`config.mk`:
```
export PLATFORM = sky130hd
export DESIGN_NAME = quad_word_loader_flat
export DESIGN_NICKNAME = d
export VERILOG_FILES = /design/src/rtl/quad_word_loader_if.sv /design/src/rtl/quad_word_loader.sv /design/src/flat_wrapper.sv
export SDC_FILE = /design/constraint.sdc
export NUM_CORES = 1
export LEC_CHECK = 0
export BUFFER_PORTS_ARGS = -buffer_cell sky130_fd_sc_hd__buf_4
export CORE_MARGIN = 3
export CORE_UTILIZATION = 63
export CTS_BUF_LIST = sky130_fd_sc_hd__clkbuf_2 sky130_fd_sc_hd__clkbuf_4 sky130_fd_sc_hd__clkbuf_8
export CTS_CLUSTER_SIZE = 30
export DETAILED_ROUTE_END_ITERATION = 10
export GPL_ROUTABILITY_DRIVEN = 0
export HOLD_SLACK_MARGIN = 0.06
export PLACE_DENSITY = 0.9
export RECOVER_POWER = 50
export SYNTH_ARGS = -nofsm -noshare
export SYNTH_HDL_FRONTEND = slang
export SYNTH_HIERARCHICAL = 1
export SYNTH_SLANG_ARGS = --single-unit
```
`constraint.sdc`:
```
create_clock -name clk -period 3.8 [get_ports clk]
set_clock_uncertainty 0.2 [all_clocks]
set_input_delay 0.19 -clock clk [delete_from_list [all_inputs] [get_ports clk]]
set_output_delay 0.19 -clock clk [all_outputs]
set_load 0.005 [all_outputs]
```
`src/rtl/quad_word_loader_if.sv`:
```
// Stream-in / frame-out bus of the quad word loader.
// The slave modport is the loader's side; the master modport is the producer/consumer side.
interface quad_word_loader_if #(parameter int WIDTH = 32);
  logic [WIDTH-1:0] in_data;
  logic             in_valid;
  logic             in_ready;
  logic             flush;
  logic [WIDTH-1:0] out_a, out_b, out_c, out_d;
  logic             out_valid;
  logic             out_ready;
  logic [2:0]       fill_cnt;
  logic [15:0]      frame_cnt;

  modport slave (
    input  in_data, in_valid, flush, out_ready,
    output in_ready, out_a, out_b, out_c, out_d, out_valid, fill_cnt, frame_cnt
  );

  modport master (
    output in_data, in_valid, flush, out_ready,
    input  in_ready, out_a, out_b, out_c, out_d, out_valid, fill_cnt, frame_cnt
  );
endinterface

```
`src/rtl/quad_word_loader.sv`:
```
// Groups every 4 accepted words into one frame for the 4-input comparator.
// Double-buffered: a fill stage collects words while the output stage holds the previous frame.
module qwl_lane #(
  parameter int               WIDTH = 32,
  parameter logic [WIDTH-1:0] PAD   = '0
) (
  input  logic             clk,
  input  logic             rst_n,
  input  logic             wr_i,
  input  logic             pad_i,
  input  logic             load_i,
  input  logic [WIDTH-1:0] data_i,
  output logic [WIDTH-1:0] fill_o,
  output logic [WIDTH-1:0] out_o
);
  logic [WIDTH-1:0] fill_q, fill_d, out_q, out_d;

  always_comb begin
    fill_d = fill_q;
    if (wr_i)       fill_d = data_i;
    else if (pad_i) fill_d = PAD;
    out_d = load_i ? fill_q : out_q;
  end

  always_ff @(posedge clk or negedge rst_n) begin
    if (!rst_n) begin
      fill_q <= '0;
      out_q  <= '0;
    end else begin
      fill_q <= fill_d;
      out_q  <= out_d;
    end
  end

  assign fill_o = fill_q;
  assign out_o  = out_q;
endmodule

module quad_word_loader #(
  parameter int               WIDTH = 32,
  parameter logic [WIDTH-1:0] PAD   = '0
) (
  input  logic clk,
  input  logic rst_n,
  quad_word_loader_if.slave bus
);
  localparam int NUM_LANES = 4;

  typedef enum logic {FILL, FULL} state_e;

  state_e      state_q;
  logic        in_ready_q;
  logic [2:0]  fill_cnt_q;
  logic        out_valid_q;
  logic [15:0] frame_cnt_q;

  logic acc, close, xfer, handoff;
  logic [NUM_LANES-1:0]            lane_wr, lane_pad;
  logic [NUM_LANES-1:0][WIDTH-1:0] fill_w, out_w;

  assign acc     = bus.in_valid && in_ready_q;
  // A frame closes on its 4th word, or on flush once at least one word is (or is being) stored.
  assign close   = (state_q == FILL) &&
                   ((acc && fill_cnt_q == 3'd3) || (bus.flush && (acc || fill_cnt_q != 3'd0)));
  assign xfer    = (state_q == FULL) && (!out_valid_q || bus.out_ready);
  assign handoff = out_valid_q && bus.out_ready;

  for (genvar i = 0; i < NUM_LANES; i++) begin : g_lane
    // The incoming word takes its slot first; padding only fills the slots above it.
    assign lane_wr[i]  = acc && (fill_cnt_q == 3'(i));
    assign lane_pad[i] = close && !lane_wr[i] && (fill_cnt_q <= 3'(i));

    qwl_lane #(.WIDTH(WIDTH), .PAD(PAD)) u_lane (
      .clk    (clk),
      .rst_n  (rst_n),
      .wr_i   (lane_wr[i]),
      .pad_i  (lane_pad[i]),
      .load_i (xfer),
      .data_i (bus.in_data),
      .fill_o (fill_w[i]),
      .out_o  (out_w[i])
    );
  end

  always_ff @(posedge clk or negedge rst_n) begin
    if (!rst_n) begin
      state_q     <= FILL;
      in_ready_q  <= 1'b1;
      fill_cnt_q  <= 3'd0;
      out_valid_q <= 1'b0;
      frame_cnt_q <= 16'd0;
    end else begin
      if (handoff) frame_cnt_q <= frame_cnt_q + 16'd1;

      case (state_q)
        FILL: begin
          if (close) begin
            state_q    <= FULL;
            in_ready_q <= 1'b0;
            fill_cnt_q <= 3'd4;
          end else if (acc) begin
            fill_cnt_q <= fill_cnt_q + 3'd1;
          end
        end
        FULL: begin
          if (xfer) begin
            state_q    <= FILL;
            in_ready_q <= 1'b1;
            fill_cnt_q <= 3'd0;
          end
        end
        default: begin
          state_q    <= FILL;
          in_ready_q <= 1'b1;
          fill_cnt_q <= 3'd0;
        end
      endcase

      if (xfer)         out_valid_q <= 1'b1;
      else if (handoff) out_valid_q <= 1'b0;
    end
  end

  assign bus.in_ready  = in_ready_q;
  assign bus.out_valid = out_valid_q;
  assign bus.fill_cnt  = fill_cnt_q;
  assign bus.frame_cnt = frame_cnt_q;
  assign bus.out_a     = out_w[0];
  assign bus.out_b     = out_w[1];
  assign bus.out_c     = out_w[2];
  assign bus.out_d     = out_w[3];
endmodule

```
`src/flat_wrapper.sv`:
```
// flat-port wrapper written by rule: the top's interface ports become plain ports
module quad_word_loader_flat 
#(
  parameter int               WIDTH = 32,
  parameter logic [WIDTH-1:0] PAD   = '0
)
  (clk, rst_n, bus_in_data, bus_in_valid, bus_flush, bus_out_ready, bus_in_ready, bus_out_a, bus_out_b, bus_out_c, bus_out_d, bus_out_valid, bus_fill_cnt, bus_frame_cnt);
  quad_word_loader_if #(.WIDTH(WIDTH)) bus_i ();
  input  logic clk;
  input  logic rst_n;
  input wire logic [$bits(bus_i.in_data)-1:0] bus_in_data;
  input wire logic [$bits(bus_i.in_valid)-1:0] bus_in_valid;
  input wire logic [$bits(bus_i.flush)-1:0] bus_flush;
  input wire logic [$bits(bus_i.out_ready)-1:0] bus_out_ready;
  output wire logic [$bits(bus_i.in_ready)-1:0] bus_in_ready;
  output wire logic [$bits(bus_i.out_a)-1:0] bus_out_a;
  output wire logic [$bits(bus_i.out_b)-1:0] bus_out_b;
  output wire logic [$bits(bus_i.out_c)-1:0] bus_out_c;
  output wire logic [$bits(bus_i.out_d)-1:0] bus_out_d;
  output wire logic [$bits(bus_i.out_valid)-1:0] bus_out_valid;
  output wire logic [$bits(bus_i.fill_cnt)-1:0] bus_fill_cnt;
  output wire logic [$bits(bus_i.frame_cnt)-1:0] bus_frame_cnt;
  assign bus_i.in_data = bus_in_data;
  assign bus_i.in_valid = bus_in_valid;
  assign bus_i.flush = bus_flush;
  assign bus_i.out_ready = bus_out_ready;
  assign bus_in_ready = bus_i.in_ready;
  assign bus_out_a = bus_i.out_a;
  assign bus_out_b = bus_i.out_b;
  assign bus_out_c = bus_i.out_c;
  assign bus_out_d = bus_i.out_d;
  assign bus_out_valid = bus_i.out_valid;
  assign bus_fill_cnt = bus_i.fill_cnt;
  assign bus_frame_cnt = bus_i.frame_cnt;
  quad_word_loader #(.WIDTH(WIDTH), .PAD(PAD)) u_core (.clk(clk), .rst_n(rst_n), .bus(bus_i));
endmodule
```
# Word level (Yosys, flattened, before mapping)
# Index checks and enable logic that the tools add are counted.
# word_totals
regBits,278
romBits,0
mem_bits_rw,0
latchBits,0
n_memories,0
output_inout_bits,149
wordCells,80
in_bits,37
# op_classes
div,0
n_shift,0
mux,20
n_addsub,2
reduce_logical,34
n_mul,0
magnitude_cmp,4
bitwise,1
n_eq_ne,6
# ops
cell,n
$mux 32,8
$logic_and 1x1->1,17
$add 16x1->16 const B,1
$reduce_bool 2->1,5
$mux 3,3
$eq 3x2->1 const B,2
$le 3x1->1 const B,2
$le 3x2->1 const B,2
$mux 1,6
$pmux 3 s2,1
$logic_not 1->1,5
$pmux 1 s2,2
$reduce_and 2->1,2
$add 3x1->3 const B,1
$eq 3x1->1 const B,1
$logic_not 3->1,1
$logic_or 1x1->1,3
$ne 3x1->1 const B,1
$reduce_bool 3->1,1
$ne 2x1->1 const B,1
$ne 2x2->1 const B,1
$not 1->1,1

# Depth between registers and ports, before layout
# Gate-level depths: netlist of run 1.
# depth
ltp_word,9
ltp_mapped,10
depth_no_buf,8

# By module
# The synthesis of run 1 kept the hierarchy.
# modules_own_cells
module,n_inst,cells_each,area_each_um2,seq_area_each_um2
qwl_lane,4,140,2506.2,1601.5
quad_word_loader,1,110,1127.3,551.8

# Least setup slack after synthesis of run 1
# No wires, ideal clock.
# synth_timing
path_type,reg2reg
startpoint,register u_core.fill_cnt_q[0] (netlist: u_core/bus.fill_cnt[0])
endpoint,register u_core.g_lane[1].u_lane.fill_q[20]
t_arrival_ps,2263
required_time_ps,3479
path_slack_ps,1216
setup_time_ps,121
period_less_slack_ps,2584
path_stages_with_launch,11
n_path_buf,2
cell_sequence,dfrtp_1 > inv_1 > ha_1 > nand2b_1 > a21boi_1 > or2_1 > buf_6 > nor4_1 > nor2_8 > buf_6 > a22o_1
# synth_via
elab_chain_cells,8
word_cells_on_any_way,15
cone_classes,order compare (1); eq/ne (2); mux (1); reduce/logical (11)
# synth_rtl
element,line_no,text
"start, declared",quad_word_loader.sv:53,logic [2:0] fill_cnt_q;
"start signal, assigned",quad_word_loader.sv:102,fill_cnt_q <= fill_cnt_q + 3'd1;
$reduce_bool 3->1,quad_word_loader.sv:64,((acc && fill_cnt_q == 3'd3) || (bus.flush && (acc || fill_cnt_q != 3'd0)));
$logic_or 1x1->1,quad_word_loader.sv:64,
$logic_and 1x1->1,quad_word_loader.sv:64,
$logic_or 1x1->1,quad_word_loader.sv:64,
$logic_and 1x1->1,quad_word_loader.sv:63,assign close = (state_q == FILL) &&
$logic_and 1x1->1,quad_word_loader.sv:71,assign lane_pad[i] = close && !lane_wr[i] && (fill_cnt_q <= 3'(i));
$logic_and 1x1->1 (*),quad_word_loader.sv:71,
named net u_core.lane_pad[1],quad_word_loader.sv:58,"logic [NUM_LANES-1:0] lane_wr, lane_pad;"
$reduce_bool 2->1 (no line) (*),n/a,
"end signal, assigned",quad_word_loader.sv:30,fill_q <= fill_d;
"end, declared",quad_word_loader.sv:16,"logic [WIDTH-1:0] fill_q, fill_d, out_q, out_d;"
# The timed path passes the listed nets; every way through them passes the cells marked *.
# A chain may end at the register's enable or synchronous reset.

# Worst setup path in the final report of run 1
# layout_timing
startpoint,register u_core.fill_cnt_q[1] (netlist: u_core/bus.fill_cnt[1])
endpoint,register u_core.g_lane[1].u_lane.fill_q[15]
# The elaborated chain is that of the path after synthesis.

==> results of run 1 <==
## cell usage after synthesis (4+ instances only)
cell type / instances
sky130_fd_sc_hd__xor2_1: 6
sky130_fd_sc_hd__a22o_1: 128
sky130_fd_sc_hd__dfrtp_1: 277
sky130_fd_sc_hd__nand3_1: 8
sky130_fd_sc_hd__nor2_1: 12
sky130_fd_sc_hd__nor2_8: 4
sky130_fd_sc_hd__mux2_2: 9
sky130_fd_sc_hd__ha_1: 6
sky130_fd_sc_hd__nand2_1: 7
sky130_fd_sc_hd__buf_2: 13
sky130_fd_sc_hd__and3_1: 6
sky130_fd_sc_hd__buf_12: 12
sky130_fd_sc_hd__inv_1: 5
sky130_fd_sc_hd__buf_6: 21
sky130_fd_sc_hd__xnor2_1: 9
sky130_fd_sc_hd__mux2_4: 120
## worst max-delay path, stage by stage, from the launching register on
cell,delay (ns)
sky130_fd_sc_hd__dfrtp_1,0.49
sky130_fd_sc_hd__inv_1,0.11
sky130_fd_sc_hd__ha_1,0.21
sky130_fd_sc_hd__nand2b_1,0.14
sky130_fd_sc_hd__a21boi_1,0.11
sky130_fd_sc_hd__or2_1,0.30
sky130_fd_sc_hd__nor4_1,0.76
sky130_fd_sc_hd__nor2_8,0.24
sky130_fd_sc_hd__a22o_1,0.30
## kinds of logic after synthesis
logic type / count (synthesis)
flip-flops: 278
AO/OA/AOI/OAI: 138
multiplexers: 129
AND/OR/NAND/NOR: 52
buffers and inverters: 51
XOR/XNOR: 15
adder cells (fa/ha/maj): 6
other: 1
## placed cells by master (no fill, tap or decap), types with 2 or more instances in the layout
cell | netlist | routed
sky130_fd_sc_hd__clkinv_2 | 0 | 3
sky130_fd_sc_hd__a21oi_1 | 2 | 2
sky130_fd_sc_hd__mux2_4 | 120 | 120
sky130_fd_sc_hd__mux2_2 | 9 | 9
sky130_fd_sc_hd__and3_1 | 6 | 5
sky130_fd_sc_hd__dfrtp_1 | 277 | 277
sky130_fd_sc_hd__nand2b_1 | 3 | 3
sky130_fd_sc_hd__ha_1 | 6 | 6
sky130_fd_sc_hd__a22oi_1 | 2 | 2
sky130_fd_sc_hd__xor2_1 | 6 | 6
sky130_fd_sc_hd__nor3_1 | 3 | 3
sky130_fd_sc_hd__a31oi_1 | 2 | 2
sky130_fd_sc_hd__nor2_8 | 4 | 4
sky130_fd_sc_hd__nor4_1 | 3 | 3
sky130_fd_sc_hd__nand3_1 | 8 | 8
sky130_fd_sc_hd__dlygate4sd3_1 | 0 | 36
sky130_fd_sc_hd__nor3b_2 | 0 | 2
sky130_fd_sc_hd__clkbuf_8 | 0 | 50
sky130_fd_sc_hd__nor2_1 | 12 | 11
sky130_fd_sc_hd__nand2_1 | 7 | 7
sky130_fd_sc_hd__a22o_1 | 128 | 128
sky130_fd_sc_hd__buf_12 | 12 | 4
sky130_fd_sc_hd__clkbuf_4 | 0 | 135
sky130_fd_sc_hd__xnor2_1 | 9 | 9
sky130_fd_sc_hd__buf_4 | 0 | 42
sky130_fd_sc_hd__inv_1 | 5 | 4
sky130_fd_sc_hd__clkbuf_1 | 0 | 31
## routing by layer
metal	part of all wire [%]	GRT usage, %	vias up
li1	-	-	2905
met1	42	38.0	3507
met2	50	45.2	274
met3	5.6	5.66	60
met4	2.9	9.58	0
met5	0	0	-
## final cells by class
type,instances,share of cell area (%)
Clock buffer,71,6.25
Multi-Input combinational cell,341,27.0
Clock inverter,5,0.231
Timing Repair Buffer,229,12.8
Tap cell,225,2.08
Inverter,5,0.194
Sequential cell,278,51.4
## power by group through the flow
stage	clock network (µW)	logic, µW	registers [µW]
after global routing	2720	3020	4380
final	2530	2830	4300
after CTS	2570	2940	4290
after floorplan	0	2080	4180
after detailed placement	0	2890	4310
after global placement	0	2770	4280
## path summary, 6_finish.rpt
path / slack [ns] / cells past startpoint / startpoint / end
setup reg to reg: 0.81 / 8 / u_core/bus.fill_cnt[1] / u_core/g_lane[1].u_lane/fill_o[15]
min in group asynchronous: 0.82 / 2 / rst_n / u_core/g_lane[1].u_lane/out_o[26]
max in group asynchronous: 0.99 / 2 / rst_n / u_core/g_lane[0].u_lane/fill_o[1]
hold / removal: 0.28 / 1 / u_core/bus.frame_cnt[15] / u_core/bus.frame_cnt[15]
setup / recovery: 0.81 / 8 / u_core/bus.fill_cnt[1] / u_core/g_lane[1].u_lane/fill_o[15]
hold reg to reg: 0.28 / 1 / u_core/bus.frame_cnt[15] / u_core/bus.frame_cnt[15]
## what timing repair did
item / 4_1_cts / 5_1_grt
endpoints found under the hold margin: 255 / 0
hold buffers: 36 / 0
endpoints found under the setup margin: 0 / 0
## flip-flops by register name, indices dropped and copies added, names as in the netlist
register                     cells
u_core/g_lane.u_lane/out_o     128
u_core/bus.out_valid             1
u_core/bus.fill_cnt              3
u_core/g_lane.u_lane/fill_o    128
u_core/bus.frame_cnt            16
u_core/bus.in_ready              1
u_core/state_q                   1
## metrics by stage
stage / instance area [µm²] / setup slack, ns / util [%]
after floorplan: 11200 / 1.22 / -
after global placement: 12400 / 1.04 / 71.8
after detailed placement: 12400 / 0.848 / 71.8
after CTS: 13700 / 0.801 / 79.0
after global routing: 13500 / 0.494 / 78.2
final: 13500 / 0.811 / 78.2
==> implementation parameters, run 1 <==
Parameter                              Value

Route
  Number of detailed-route iterations in the first pass    4
  Drt initial violations    412
  Vias per inst    5.85
  DRC    0
  Total wire length after detailed routing    26,200 µm
  Final routed wire length divided by cell count    22.7 µm
  Antenna-violating nets left    0
  Vias post-DR    6,746

Floorplan
  Area of the core    0.0173 mm²
  Area enclosed by the die boundary    0.0193 mm²
  Row count    48
  Initial core utilization    64.5%
  Die X-Extent    139 µm
  Top Ports    186
  Die H    139 µm

STA
  Time the final worst path needs with I/O delays and setup    2.99 ns
  Final setup TNS    0 ns
  Headroom to the max-slew limit    -79.6%
  Final Cycle Share    78.7%
  Final number of max-transition violations    108
  Maximum achievable frequency    0.335 GHz
  RSZ-0062 raised after global routing    no
  Final-layout worst hold slack    0.276 ns
  Setup-failing EPs final    0
  Final number of hold-violating endpoints    0
  Worst Tran Pin Value    2.69 ns

GRT
  Pin count of the biggest net entering global routing    110
  Residual overflow from global routing    0
  Number of global-route vias before repair    7,445
  Initial antenna violation count    0
  GR Util All Layers    27.8%
  Global-route wire length before repair    42,900 µm

Synthesis
  Top flip-flop cell by instance count after synthesis    sky130_fd_sc_hd__dfrtp_1
  Compound-gate portion of the synthesized area    10.7%
  Sequential-to-total area share from yosys stat    62.4%
  Adder and majority gate portion of the synthesized area    0.673%
  Mean post-synth cell area    16.6 µm²
  Post-synth EDFFs    0
  Net count after synthesis    713
  Warning count from the yosys run    6
  Post-Synth XOR/XNOR Area    1.18%
  Count of mapped cells out of synthesis    670
  Ys async rst share    100%
  Flip-flop and latch count after synthesis    278
  Post-synthesis simple-gate area fraction    2.94%
  Biggest area consumer among synthesized cells    sky130_fd_sc_hd__dfrtp_1
  Top post-synthesis cells by area    sky130_fd_sc_hd__dfrtp_1, sky130_fd_sc_hd__mux2_4, sky130_fd_sc_hd__a22o_1, sky130_fd_sc_hd__buf_12, sky130_fd_sc_hd__buf_6
  Proportion of netlist area held by the largest area contributor    62.2%
  Multiplexer share of the synthesized area    17.1%
  Area of the mapped netlist    0.0112 mm²
  Dominant combinational cell family by area after synthesis    multiplexers
  Count of distinct cell types in the synthesized netlist    33

Clock network
  Total number of H-tree levels    2
  Clock tree from TritonCTS    done
  Clock Sinks    278
  Clock tree root driver cell    sky130_fd_sc_hd__clkbuf_8
  CTS Buffer Depth    3
  Clock transition at path regs    0.06 ns
  Clock latency at the later pin of the worst-skew pair    0.54 ns
  Resize count post-CTS    0
  Number of setup buffers added after CTS    0
  Clock buffers created by TritonCTS    44

Placement
  Placed instance count    1,042
  Number of port buffers    185
  Final HPWL from detailed placement    15,800 µm

Finish
  Fill cell count    988
  Fraction of final layout cells sized beyond drive strength 1    40.7%
  Relative area change from synthesis to final layout    21.3%
  Layout Nets    942
  Total area of sequential cells    0.00696 mm²
  Final non-filler cell total    1,154
  Area taken by multi-input logic gates    0.00365 mm²
  Inserted Diodes    0

Power
  NetSw    2970 µW
  Switching part of the total    30.7%
  Post-layout power    9660 µW
  Static leakage power    0.00691 µW
  Maximum vdd ir drop    0.000498 V
  Part of the power in combinational logic    29.3%
  Power density relative to cell area    714 mW/mm²
  Int Pwr    6690 µW
  Part of the total power dissipated in the clock network    26.2%
  Seq pwr share    44.5%

Critical path
  Worst setup SP type    register
  Critical path type    register to register
  Required time at the worst-slack endpoint    4.01 ns
  Sort of element at the end of the critical path    register
  WP data arrival    3.20 ns
  Largest fanout of any net on the critical path    32

Outcome
  Violations in the final reports    capacitance limit, slew limit
  Result of the run    finished with violations

Worst hold path
  Hold crit path type    register to register

Job
  Number of maximum-capacitance violations    1
(Power assumes the default switching activity.)
==> run 2, diff against run 1 <==
Settings changed: CORE_UTILIZATION 63 to 58, PLACE_DENSITY 0.9 to 0.84.
Clock period 3.8 ns to 3.15 ns, I/O delays scaled along.
==> implementation parameters, run 2 (synthesis gave the netlist of run 1 again) <==
Parameter                              Value

Critical path
  WP data arrival    3.20 ns (about the same)
  Largest fanout of any net on the critical path    32 (unchanged)
  Delay of the slowest cell on the worst path    0.77 ns (about the same)
  Worst setup SP type    register
  Critical path type    register to register
  Required time at the worst-slack endpoint    3.37 ns (-0.64 ns)
  Cells traversed along the worst timing path    inv_1, ha_1, nand2b_1, a21boi_1, or2_1, nor4_1, nor2_8, a22o_1
  Worst path buffer plus inverter count    1 (unchanged)
  Category of cells accounting for the largest share of critical-path delay    simple AND/OR/NAND/NOR gates
  Max stage delay cell, worst path    sky130_fd_sc_hd__nor4_1
  Sort of element at the end of the critical path    register

Finish
  Most common cell after layout, fill and taps aside    sky130_fd_sc_hd__dfrtp_1
  Layout Nets    953 (+1.2%)
  Inserted Diodes    0 (unchanged)
  Leading cell types in the layout, fill and taps excluded    sky130_fd_sc_hd__dfrtp_1, sky130_fd_sc_hd__clkbuf_4, sky130_fd_sc_hd__a22o_1
  Relative area change from synthesis to final layout    21.8%
  Fraction of final layout cells sized beyond drive strength 1    40.9% (+0.17 points)
  Final non-filler cell total    1,169 (+1.3%)

Placement
  Final HPWL from detailed placement    15,600 µm (-0.94%)
  Number of port buffers    185 (unchanged)
  Placed instance count    1,062 (+1.9%)

Route
  Wire length on met1    11,000 µm (about the same)
  DRC    0 (unchanged)
  Met3 wire length    1380 µm (-6.5%)
  Antenna-violating nets left    0 (unchanged)
  Vias per inst    5.74 (-1.8%)
  Total wire length after detailed routing    25,200 µm (-4.1%)
  Vias post-DR    6,708 (-0.56%)
  Final routed wire length divided by cell count    21.5 µm (-5.3%)
  Number of detailed-route iterations in the first pass    4 (unchanged)
  Routed wl met2    12,300 µm (-5.2%)
  Highest metal used    met4
  Drt initial violations    333 (-19%)

STA
  Time the final worst path needs with I/O delays and setup    2.99 ns (-0.00342 ns)
  Headroom to the max-slew limit    20.0% (+100 points)
  Final setup TNS    0 ns (unchanged)
  Final number of max-transition violations    0 (-100%)
  Setup-failing EPs final    0 (unchanged)
  RSZ-0062 raised after global routing    no
  Final number of hold-violating endpoints    0 (unchanged)
  Worst Tran Pin Value    1.20 ns (-1.49 ns)
  Final Cycle Share    94.8% (+16 points)
  Maximum achievable frequency    0.335 GHz (+0.11%)

Clock network
  Resize count post-CTS    0 (unchanged)
  Clock Sinks    278 (unchanged)
  Clock buffers created by TritonCTS    43 (-2.3%)
  CTS Buffer Depth    3 (unchanged)
  Total number of H-tree levels    2 (unchanged)
  Clock tree root driver cell    sky130_fd_sc_hd__clkbuf_8
  Clock transition at path regs    0.07 ns (about the same)
  Clock latency at the later pin of the worst-skew pair    0.53 ns (about the same)
  Clock tree from TritonCTS    done

Power
  Seq pwr share    44.7% (+0.2 points)
  Maximum vdd ir drop    0.000734 V (+47%)
  Part of the power in combinational logic    29.6% (+0.3 points)
  NetSw    3480 µW (+17%)
  Power density relative to cell area    850 mW/mm² (+19%)
  Static leakage power    0.00693 µW (+0.39%)
  Switching part of the total    30.2% (-0.52 points)
  Part of the total power dissipated in the clock network    25.7% (-0.5 points)
  Int Pwr    8050 µW (+20%)

GRT
  Residual overflow from global routing    0 (unchanged)
  Global-route wire length before repair    39,500 µm (-7.9%)
  GR Util All Layers    24.2% (-3.6 points)
  Initial antenna violation count    0 (unchanged)
  Number of global-route vias before repair    7,076 (-5.0%)
  Pin count of the biggest net entering global routing    90 (-18%)

Floorplan
  Area of the core    0.0188 mm² (+8.5%)
  Area enclosed by the die boundary    0.0209 mm² (+8.2%)
  Row count    50 (+4.2%)
  Die H    145 µm (+4.0%)
  Initial core utilization    59.4% (-5.1 points)
  Die X-Extent    145 µm (+4.0%)
  Top Ports    186 (unchanged)

Outcome
  Result of the run    finished, final reports clean

Job
  Number of maximum-capacitance violations    0 (-1)

Worst hold path
  Hold crit path type    primary input to register
run 2: cell types whose count changed in the layout (fill, tap and decap cells not counted), moves of 2 or more:
cell / before / now
sky130_fd_sc_hd__buf_4: 42 / 47
sky130_fd_sc_hd__clkbuf_4: 135 / 137
sky130_fd_sc_hd__clkbuf_8: 50 / 48
sky130_fd_sc_hd__clkinv_2: 3 / 5
run 2: worst paths after layout:
| check | startpoint | to | slack, ns | depth (start not counted) |
|---|---|---|---|---|
| worst min register to register | u_core/bus.frame_cnt[15] | u_core/bus.frame_cnt[15] | 0.28 | 1 |
| min in group asynchronous | rst_n | u_core/g_lane[3].u_lane/out_o[12] | 0.77 | 3 |
| worst max-delay path | u_core/bus.fill_cnt[1] | u_core/g_lane[1].u_lane/fill_o[26] | 0.16 | 8 |
| worst max register to register | u_core/bus.fill_cnt[1] | u_core/g_lane[1].u_lane/fill_o[26] | 0.16 | 8 |
| worst min-delay path | bus_in_data[7] | u_core/g_lane[3].u_lane/fill_o[7] | 0.23 | 3 |
| max in group asynchronous | rst_n | u_core/bus.frame_cnt[14] | 0.52 | 4 |
run 2: worst reg2reg max path, cell delays in order (launching register included):
cell	delay, ns
sky130_fd_sc_hd__dfrtp_1	0.47
sky130_fd_sc_hd__inv_1	0.12
sky130_fd_sc_hd__ha_1	0.23
sky130_fd_sc_hd__nand2b_1	0.14
sky130_fd_sc_hd__a21boi_1	0.10
sky130_fd_sc_hd__or2_1	0.30
sky130_fd_sc_hd__nor4_1	0.77
sky130_fd_sc_hd__nor2_8	0.25
sky130_fd_sc_hd__a22o_1	0.30
run 2: power groups by stage:
| stage | logic, µW | clock network, µW | registers [µW] |
|---|---|---|---|
| 3_5_place_dp | 3480 | 0 | 5200 |
| 6_report | 3410 | 2960 | 5160 |
| 3_3_place_gp | 3380 | 0 | 5180 |
| 2_1_floorplan | 2510 | 0 | 5040 |
| 4_1_cts | 3540 | 3020 | 5160 |
| 5_1_grt | 3660 | 3200 | 5270 |
run 2: layer usage:
layer  track usage [%]  vias up
met5                 0        -
met4              7.02        0
met3              4.90       43
met2              38.2      228
met1              34.7     3507
li1                  -     2930
run 2: layout make-up:
type	count	area, µm²
Clock buffer	62	766
Clock inverter	8	70.1
Fill cell	1236	5190
Inverter	5	23.8
Multi-Input combinational cell	341	3650
Sequential cell	278	6960
Tap cell	234	293
Timing Repair Buffer	241	1820
run 2: timing repair:
item	in CTS	in global routing
buffers inserted	0	0
endpoints found under the hold margin	426	0
hold buffers	37	0
run 2: stage by stage:
stage / setup slack [ns] / power [µW] / cell area, µm² / hold WS (ns) / utilization [%]
detailed placement: 0.208 / 8680 / 12500 / 0.0111 / 66.7
CTS: 0.177 / 11700 / 13700 / 0.200 / 73.1
global route: 0.0192 / 12100 / 13600 / 0.219 / 72.4
finish: 0.164 / 11500 / 13600 / 0.230 / 72.4
global placement: 0.391 / 8550 / 12500 / 0.000265 / 66.7
floorplan: 0.566 / 7550 / 11200 / -0.338 / -
